[src/rtl/execute_divider.sv]
// Iterative radix-2 restoring divider for the execute stage: DIV/DIVU/REM/REMU.
// Stalls the front end while computing and pulses done_o for one cycle with the result.
module execute_divider #(
  parameter int DATA_WIDTH     = 32,
  parameter int REGISTER_WIDTH = 5
) (
  input  logic                      clk,
  input  logic                      rst_n_i,
  input  logic                      start_e_i,
  input  logic [1:0]                div_op_e_i,
  input  logic [DATA_WIDTH-1:0]     rs1_val_e_i,
  input  logic [DATA_WIDTH-1:0]     rs2_val_e_i,
  input  logic [REGISTER_WIDTH-1:0] rd_e_i,
  input  logic                      flush_i,
  output logic [DATA_WIDTH-1:0]     result_o,
  output logic [REGISTER_WIDTH-1:0] rd_o,
  output logic                      done_o,
  output logic                      busy_o,
  output logic                      stall_o
);

  localparam int W  = DATA_WIDTH;
  localparam int CW = $clog2(DATA_WIDTH);
  localparam logic [CW-1:0] LAST  = CW'(DATA_WIDTH - 1);
  localparam logic [W-1:0]  W_MIN = {1'b1, {(W-1){1'b0}}};

  typedef enum logic [1:0] {S_IDLE, S_CALC, S_DONE} state_t;

  state_t r_state, w_state_next;

  logic [W-1:0]              r_quo, r_rem, r_div, r_result;
  logic [CW-1:0]             r_count;
  logic                      r_is_rem, r_neg_q, r_neg_r;
  logic [REGISTER_WIDTH-1:0] r_rd_cap, r_rd;

  logic          w_signed, w_a_neg, w_b_neg, w_div_zero, w_ovf, w_fast, w_accept;
  logic [W-1:0]  w_a_mag, w_b_mag, w_fast_result;
  logic [W:0]    w_shift;
  logic          w_ge;
  logic [W-1:0]  w_diff_lo, w_rem_next, w_quo_next, w_q_final, w_r_final;
  logic          w_calc_last;

  // Operand decode at capture time
  always_comb begin
    w_signed   = ~div_op_e_i[0];
    w_a_neg    = w_signed & rs1_val_e_i[W-1];
    w_b_neg    = w_signed & rs2_val_e_i[W-1];
    w_a_mag    = w_a_neg ? -rs1_val_e_i : rs1_val_e_i;
    w_b_mag    = w_b_neg ? -rs2_val_e_i : rs2_val_e_i;
    w_div_zero = (rs2_val_e_i == '0);
    w_ovf      = w_signed & (rs1_val_e_i == W_MIN) & (rs2_val_e_i == '1);
    w_fast     = w_div_zero | w_ovf;
    if (w_div_zero)
      w_fast_result = div_op_e_i[1] ? rs1_val_e_i : '1;
    else
      w_fast_result = div_op_e_i[1] ? '0 : W_MIN;
    w_accept   = (r_state == S_IDLE) & start_e_i & ~flush_i;
  end

  // One restoring step; the remainder stays below the divisor, so the low W bits of the difference suffice
  always_comb begin
    w_shift     = {r_rem, r_quo[W-1]};
    w_ge        = (w_shift >= {1'b0, r_div});
    w_diff_lo   = w_shift[W-1:0] - r_div;
    w_rem_next  = w_ge ? w_diff_lo : w_shift[W-1:0];
    w_quo_next  = {r_quo[W-2:0], w_ge};
    w_q_final   = r_neg_q ? -w_quo_next : w_quo_next;
    w_r_final   = r_neg_r ? -w_rem_next : w_rem_next;
    w_calc_last = (r_state == S_CALC) & (r_count == LAST);
  end

  always_comb begin
    w_state_next = r_state;
    case (r_state)
      S_IDLE:  if (w_accept) w_state_next = w_fast ? S_DONE : S_CALC;
      S_CALC:  if (w_calc_last) w_state_next = S_DONE;
      S_DONE:  w_state_next = S_IDLE;
      default: w_state_next = S_IDLE;
    endcase
    if (flush_i) w_state_next = S_IDLE;
  end

  always_ff @(posedge clk or negedge rst_n_i) begin
    if (!rst_n_i) r_state <= S_IDLE;
    else          r_state <= w_state_next;
  end

  always_ff @(posedge clk or negedge rst_n_i) begin
    if (!rst_n_i) begin
      r_quo    <= '0;
      r_rem    <= '0;
      r_div    <= '0;
      r_count  <= '0;
      r_is_rem <= 1'b0;
      r_neg_q  <= 1'b0;
      r_neg_r  <= 1'b0;
      r_rd_cap <= '0;
      r_rd     <= '0;
      r_result <= '0;
    end else if (w_accept) begin
      r_quo    <= w_a_mag;
      r_rem    <= '0;
      r_div    <= w_b_mag;
      r_count  <= '0;
      r_is_rem <= div_op_e_i[1];
      r_neg_q  <= w_a_neg ^ w_b_neg;
      r_neg_r  <= w_a_neg;
      r_rd_cap <= rd_e_i;
      if (w_fast) begin
        r_result <= w_fast_result;
        r_rd     <= rd_e_i;
      end
    end else if ((r_state == S_CALC) && !flush_i) begin
      r_quo   <= w_quo_next;
      r_rem   <= w_rem_next;
      r_count <= r_count + 1'b1;
      // Outputs change only on entry to DONE so they hold otherwise
      if (w_calc_last) begin
        r_result <= r_is_rem ? w_r_final : w_q_final;
        r_rd     <= r_rd_cap;
      end
    end
  end

  assign result_o = r_result;
  assign rd_o     = r_rd;
  assign done_o   = (r_state == S_DONE);
  assign busy_o   = (r_state == S_CALC);
  assign stall_o  = rst_n_i & (w_accept | (r_state == S_CALC));

endmodule
[config.mk]
export PLATFORM = sky130hd
export DESIGN_NAME = execute_divider
export DESIGN_NICKNAME = d
export VERILOG_FILES = /design/src/rtl/execute_divider.sv
export SDC_FILE = /design/constraint.sdc
export NUM_CORES = 1
export LEC_CHECK = 0
export ABC_AREA = 1
export CAP_MARGIN = 0
export CORE_ASPECT_RATIO = 0.75
export CORE_UTILIZATION = 60
export CTS_BUF_LIST = sky130_fd_sc_hd__clkbuf_8
export CTS_CLUSTER_DIAMETER = 80
export DETAILED_ROUTE_END_ITERATION = 10
export PLACE_DENSITY = 0.79
export SETUP_SLACK_MARGIN = 0.15
export SYNTH_ARGS = -nofsm -noshare
export SYNTH_HDL_FRONTEND = slang
export SYNTH_SLANG_ARGS = --single-unit
[constraint.sdc]
create_clock -name clk -period 5.55 [get_ports clk]
set_clock_uncertainty 0.1 [all_clocks]
set_input_delay 1.665 -clock clk [delete_from_list [all_inputs] [get_ports clk]]
set_output_delay 1.665 -clock clk [all_outputs]
set_load 0.05 [all_outputs]
Word-level counts from Yosys, hierarchy flattened
Index checks and enable logic that the tools add are counted.
Operators by class
  add/sub/neg operators: 6
  $lt $le $gt $ge: 1
  equal/unequal tests: 8
  mux-type cells: 28
  bitwise operators: 13
  reductions and logical operators: 8
Operators with widths (count)
  $mux W32: 17
  $neg A32 Y32: 4
  $eq A32 B32 Y1 const B: 2
  $ge A33 B32 Y1: 1
  $logic_not A32 Y1: 1
  $sub A32 B32 Y32: 1
  $mux W5: 6
  $and A1 B1 Y1: 8
  $mux W2: 4
  $add A5 B1 Y5 const B: 1
  $eq A5 B5 Y1 const B: 1
  $pmux W2 S2: 1
  $reduce_bool A2 Y1: 2
  $ne A3 B2 Y1 const B: 1
  $ne A3 B3 Y1 const B: 1
  $reduce_and A3 Y1: 1
  $eq A2 B1 Y1 const B: 1
  $eq A2 B2 Y1 const B: 1
  $logic_not A2 Y1: 1
  $ne A2 B2 Y1 const B: 1
  $not A1 Y1: 2
  $or A1 B1 Y1: 2
  $reduce_and A2 Y1: 1
  $logic_and A1 B1 Y1: 1
  2 further kinds: 2
Word-level totals
  bits in registers: 148

Longest topological paths before layout
  depth after elaboration: 8
  depth in mapped cells: 30

Worst setup path before layout
No wires, ideal clock.
  path kind: input-to-output
  start point: input port flush_i
  end point: output port stall_o
  arrival: 3.539 ns
  data required time: 3.785 ns
  path slack: 0.246 ns
  stages: 5
  buffers on the path: 2
  cell sequence: nor2_1 > nand3_1 > clkbuf_1 > clkbuf_1 > a21boi_0
On the way
  longest elaborated chain between the ends: 4
RTL lines
  start, declared: line 14  | input logic flush_i,
  $not A1 Y1: line 57  | w_accept = (r_state == S_IDLE) & start_e_i & ~flush_i;
  $and A1 B1 Y1: line 57
  $or A1 B1 Y1: line 129  | assign stall_o = rst_n_i & (w_accept | (r_state == S_CALC));
  $and A1 B1 Y1: line 129
  end, declared: line 19  | output logic stall_o
Every way passes these cells.

Worst setup path in the final report
  start point: register r_div[14]
  end point: register r_result[30] (netlist: result_o[30])
On the way
  longest elaborated chain between the ends: 8
  elaborated cells between the ends (all ways): 11
  classes of those cells: 3 x add/sub; 1 x order compare; 7 x mux
RTL lines
  start, declared: line 31  | logic [W-1:0] r_quo, r_rem, r_div, r_result;
  start signal, assigned: line 103  | r_div <= w_b_mag;
  $sub A32 B32 Y32 / $ge A33 B32 Y1 (equally long branches): line 64, 63
  $mux W32: line 65  | w_rem_next = w_ge ? w_diff_lo : w_shift[W-1:0];
  $neg A32 Y32: line 68  | w_r_final = r_neg_r ? -w_rem_next : w_rem_next;
  $mux W32: line 68
  $mux W32 (*): line 119  | r_result <= r_is_rem ? w_r_final : w_q_final;
  $mux W32 (*): line 118  | if (w_calc_last) begin
  $mux W32 (*): line 113  | end else if ((r_state == S_CALC) && !flush_i) begin
  $mux W32 (*): line 100  | end else if (w_accept) begin
  end signal, assigned: line 110  | r_result <= w_fast_result;
  end signal, assigned: line 119
  end, declared: line 31
Every way passes the cells marked *; elsewhere a longest branch is shown, timed or not. The select of a mux whose other input is x is not followed.
A chain may end at the register's enable or synchronous reset.

==> impl_metrics.py <==
metrics = {
    "outcome": {
        "status": "finished, final reports clean",
    },
    "sta": {
        "maxSlewHeadroom_pct": 24.1,
        "whs_ns": 0.384,
        "worstMarginPinSlew_ns": 1.14,
        "hold_viol_final": 0,
        "setup_ws_ns": 0.760,
        "fin_crit_sh_pct": 86.3,
        "finalWorstPathRequiredPeriod_ns": 4.79,
        "setup_viol": 0,
        "clock.fmax_ghz": 0.209,
        "fin_tns_setup_ns": 0,
        "drv_slew": 0,
        "rsz0062_at_grt": "false",
    },
    "synthesis": {
        "synthFlopType": "dfrtp_1",
        "synth_edf_count": 0,
        "synth.area.mux_share_pct": 0,
        "ys_ff_latch": 148,
        "ys_types": 52,
        "syn_area_per_cell_sq_um": 6.30,
        "synth_compound_area_share_pct": 15.1,
        "yosysSeqAreaShare_pct": 29.5,
        "yosys.area_share.adder_pct": 4.04,
        "synthXorXnorAreaFrac_pct": 3.41,
        "synth_top_family_by_area": "simple AND/OR/NAND/NOR gates",
        "ys_async_sr_fraction_pct": 100,
        "syn-num-nets": 2109,
        "synth.cell_area_sq_um": 12600,
        "synth_cells": 1994,
        "synth-simple-area-share_pct": 37.0,
        "ys_warn_count": 0,
    },
    "critical_path": {
        "cp_num_buf_inv": 4,
        "rrSetupSlack_ns": 0.76,
        "critPathMaxStageDelay_ns": 0.40,
        "reg2reg_depth": 25,
        "arrival_ns": 5.08,
        "r2r_end": "result_o[30]",
        "r2r_start": "r_div[14]",
        "path_common_cell": "nand2_1",
        "path_class": "flip-flop to flip-flop",
        "critPathSlowestCell": "dfrtp_1",
        "worstPathMaxFanout": 18,
        "cp.required_ns": 5.84,
        "cpLargestDelayFamily": "simple AND/OR/NAND/NOR gates",
        "crit_path_start_kind": "flip-flop",
        "crit_path_end_kind": "flip-flop",
    },
    "routing": {
        "via_count": 14200,
        "wl_mm": 43.8,
        "drtIter0Drc": 2169,
        "wire_per_inst_microns": 18.4,
        "antenna_left": 0,
        "firstDrtPassIters": 6,
        "vias_per_cell": 5.99,
        "drcViolationCount": 0,
    },
    "layout": {
        "seqCellArea_sq_um": 3700,
        "multi_input_area_sq_um": 7510,
        "utilization_pct": 70.1,
        "antennaDiodeCount": 0,
        "nFillCells": 1835,
        "area_growth_pct": 13.7,
        "drive_above_1_share_pct": 5.98,
        "nNetsFinal": 2192,
    },
    "place": {
        "dp_hpwl_mm": 33.6,
        "place_congestion": 1.00,
        "port_buffers": 114,
        "pre_cts_ws_ns": 0.670,
    },
    "hold_path": {
        "min_from": "result_o[9]",
        "hold_class": "flip-flop to flip-flop",
        "hold_end": "result_o[9]",
        "min_path_cells": 2,
    },
    "clock_network": {
        "cts_buffer_depth": 2,
        "cts_resized": 0,
        "postCtsSetupBuffers": 0,
        "clk_latency_ns": 0.49,
        "cts_root_buffer": "clkbuf_8",
        "cts_tree": "built",
        "path_clk_slew_ns": 0.10,
        "clock-sinks": 148,
        "cts_made_buffers": 17,
        "htreeDepth": 4,
        "hold_buffers": 0,
    },
    "power": {
        "peakVddDrop_mv": 0.373,
        "netSwitchingPower_uw": 4970,
        "powerDensity_nw_per_um2": 598,
        "p_comb_share_pct": 69.2,
        "intPower_uw": 3580,
        "p_total_uw": 8550,
        "p_leak_uw": 0.00724,
        "seq_power_share_pct": 20.6,
        "clkPwrFrac_pct": 10.2,
        "p_sw_share_pct": 58.1,
    },
    "global_route": {
        "grt_usage_pct": 41.6,
        "grt_first_pass_wirelength_mm": 68.7,
        "grt_max_degree": 96,
        "antenna_found_initial": 1,
        "gr-total-overflow": 0,
        "grt_pass1_vias": 12600,
    },
    "die": {
        "start_util_pct": 61.7,
        "chipWidth_microns": 169,
        "dieArea_sq_um": 21500,
        "die_y_microns": 127,
        "floorplan.rows": 45,
        "io_pins": 115,
        "core-area_sq_um": 20400,
    },
    "run": {
        "drv_cap": 0,
    },
}
through the flow:
step                cell area, sq um  instances
floorplan                      12600       1994
global placement               13900       2340
detailed placement             13900       2340
CTS                            14300       2372
global route                   14300       2372
finish                         14300       2372
worst max path at each step:
stage	slack, ns	from	cells past startpoint	endpoint
2_1_floorplan	0.25	flush_i	5	stall_o
3_3_place_gp	0.84	rs1_val_e_i[0]	18	result_o[3]
3_5_place_dp	0.67	rs1_val_e_i[0]	18	result_o[7]
4_1_cts	0.81	flush_i	5	stall_o
5_1_grt	0.41	r_div[14]	27	result_o[28]
6_report	0.76	r_div[14]	25	result_o[30]
cell usage in the layout, fill, tap and decap left out, types with 17 or more instances in the layout:
cell type	count
nand2_1	607
inv_1	266
nor2_1	170
nand3_1	168
o21ai_0	152
dfrtp_1	148
clkdlybuf4s50_1	112
a21oi_1	89
xor2_1	39
ha_1	39
nand4_1	34
o221ai_1	29
nor3_1	27
clkbuf_8	17
flip-flops by register name (all words and copies together) (netlist names):
register	cells
r_neg_r	1
r_div	32
r_quo	32
r_state	2
result_o	32
r_rd_cap	5
r_rem	32
r_is_rem	1
r_neg_q	1
r_count	5
rd_o	5
area by class of cell:
class                           count  area share, %
Inverter                          281           7.39
Timing Repair Buffer              130           8.90
Clock inverter                     15           1.15
Clock buffer                       17           1.64
Sequential cell                   148           25.9
Tap cell                          282           2.47
Multi-Input combinational cell   1499           52.5
worst register-to-register path: stages, from the launching register on:
cell      delay [ns]
dfrtp_1         0.40
inv_1           0.14
ha_1            0.32
nand2_1         0.09
nand2_1         0.09
a21oi_1         0.28
o21ai_1         0.17
inv_1           0.11
nand2_2         0.08
nand2_4         0.20
nand2_4         0.18
inv_2           0.23
ha_1            0.23
nand2_1         0.12
nor2_1          0.20
nand4_1         0.15
inv_1           0.08
nand4_1         0.19
o21ai_0         0.40
o21ai_0         0.25
a21oi_1         0.25
nand3_1         0.11
o211ai_1        0.13
nand2_1         0.09
nand2_1         0.06
nand2_1         0.04
metal layers:
metal | vias to the layer above | wire length, microns | share of wire (%) | global-route usage, %
met5 | - | 0 | 0 | 0
met4 | 0 | 1180 | 2.7 | 12.2
met3 | 119 | 6160 | 14 | 12.2
met2 | 952 | 17200 | 39 | 56.9
met1 | 6492 | 19200 | 44 | 62.7
li1 | 6634 | - | - | -
logic make-up after synthesis:
kind of cell	count (synthesis)
AND/OR/NAND/NOR	1078
buffers and inverters	347
AO/OA/AOI/OAI	332
flip-flops	148
XOR/XNOR	49
adder cells (fa/ha/maj)	40
cell usage after synthesis, types with 11 or more instances:
| cell type | instances | share of area (%) |
|---|---|---|
| nand4_1 | 34 | 1.7 |
| nand2_1 | 607 | 18 |
| nor2_2 | 13 | 0.65 |
| nand2_2 | 16 | 0.80 |
| clkbuf_1 | 45 | 1.3 |
| inv_1 | 267 | 8.0 |
| o22ai_1 | 16 | 0.80 |
| xor2_1 | 39 | 2.7 |
| nor2_1 | 172 | 5.1 |
| o221ai_1 | 29 | 2.0 |
| dfrtp_1 | 148 | 29 |
| o21ai_0 | 152 | 6.1 |
| inv_2 | 11 | 0.33 |
| nand3_1 | 169 | 6.7 |
| ha_1 | 39 | 3.9 |
| nor3_1 | 27 | 1.1 |
| a21oi_1 | 89 | 3.5 |
power by group through the flow:
| stage | logic (uW) | clock network, uW | registers [uW] |
|---|---|---|---|
| detailed placement | 5710 | 0 | 1760 |
| global placement | 5610 | 0 | 1740 |
| floorplan | 3790 | 0 | 2100 |
| global route | 6530 | 912 | 1780 |
| finish | 5920 | 868 | 1760 |
| CTS | 5760 | 865 | 1740 |
No activity file was read; power rests on OpenSTA's default activity.
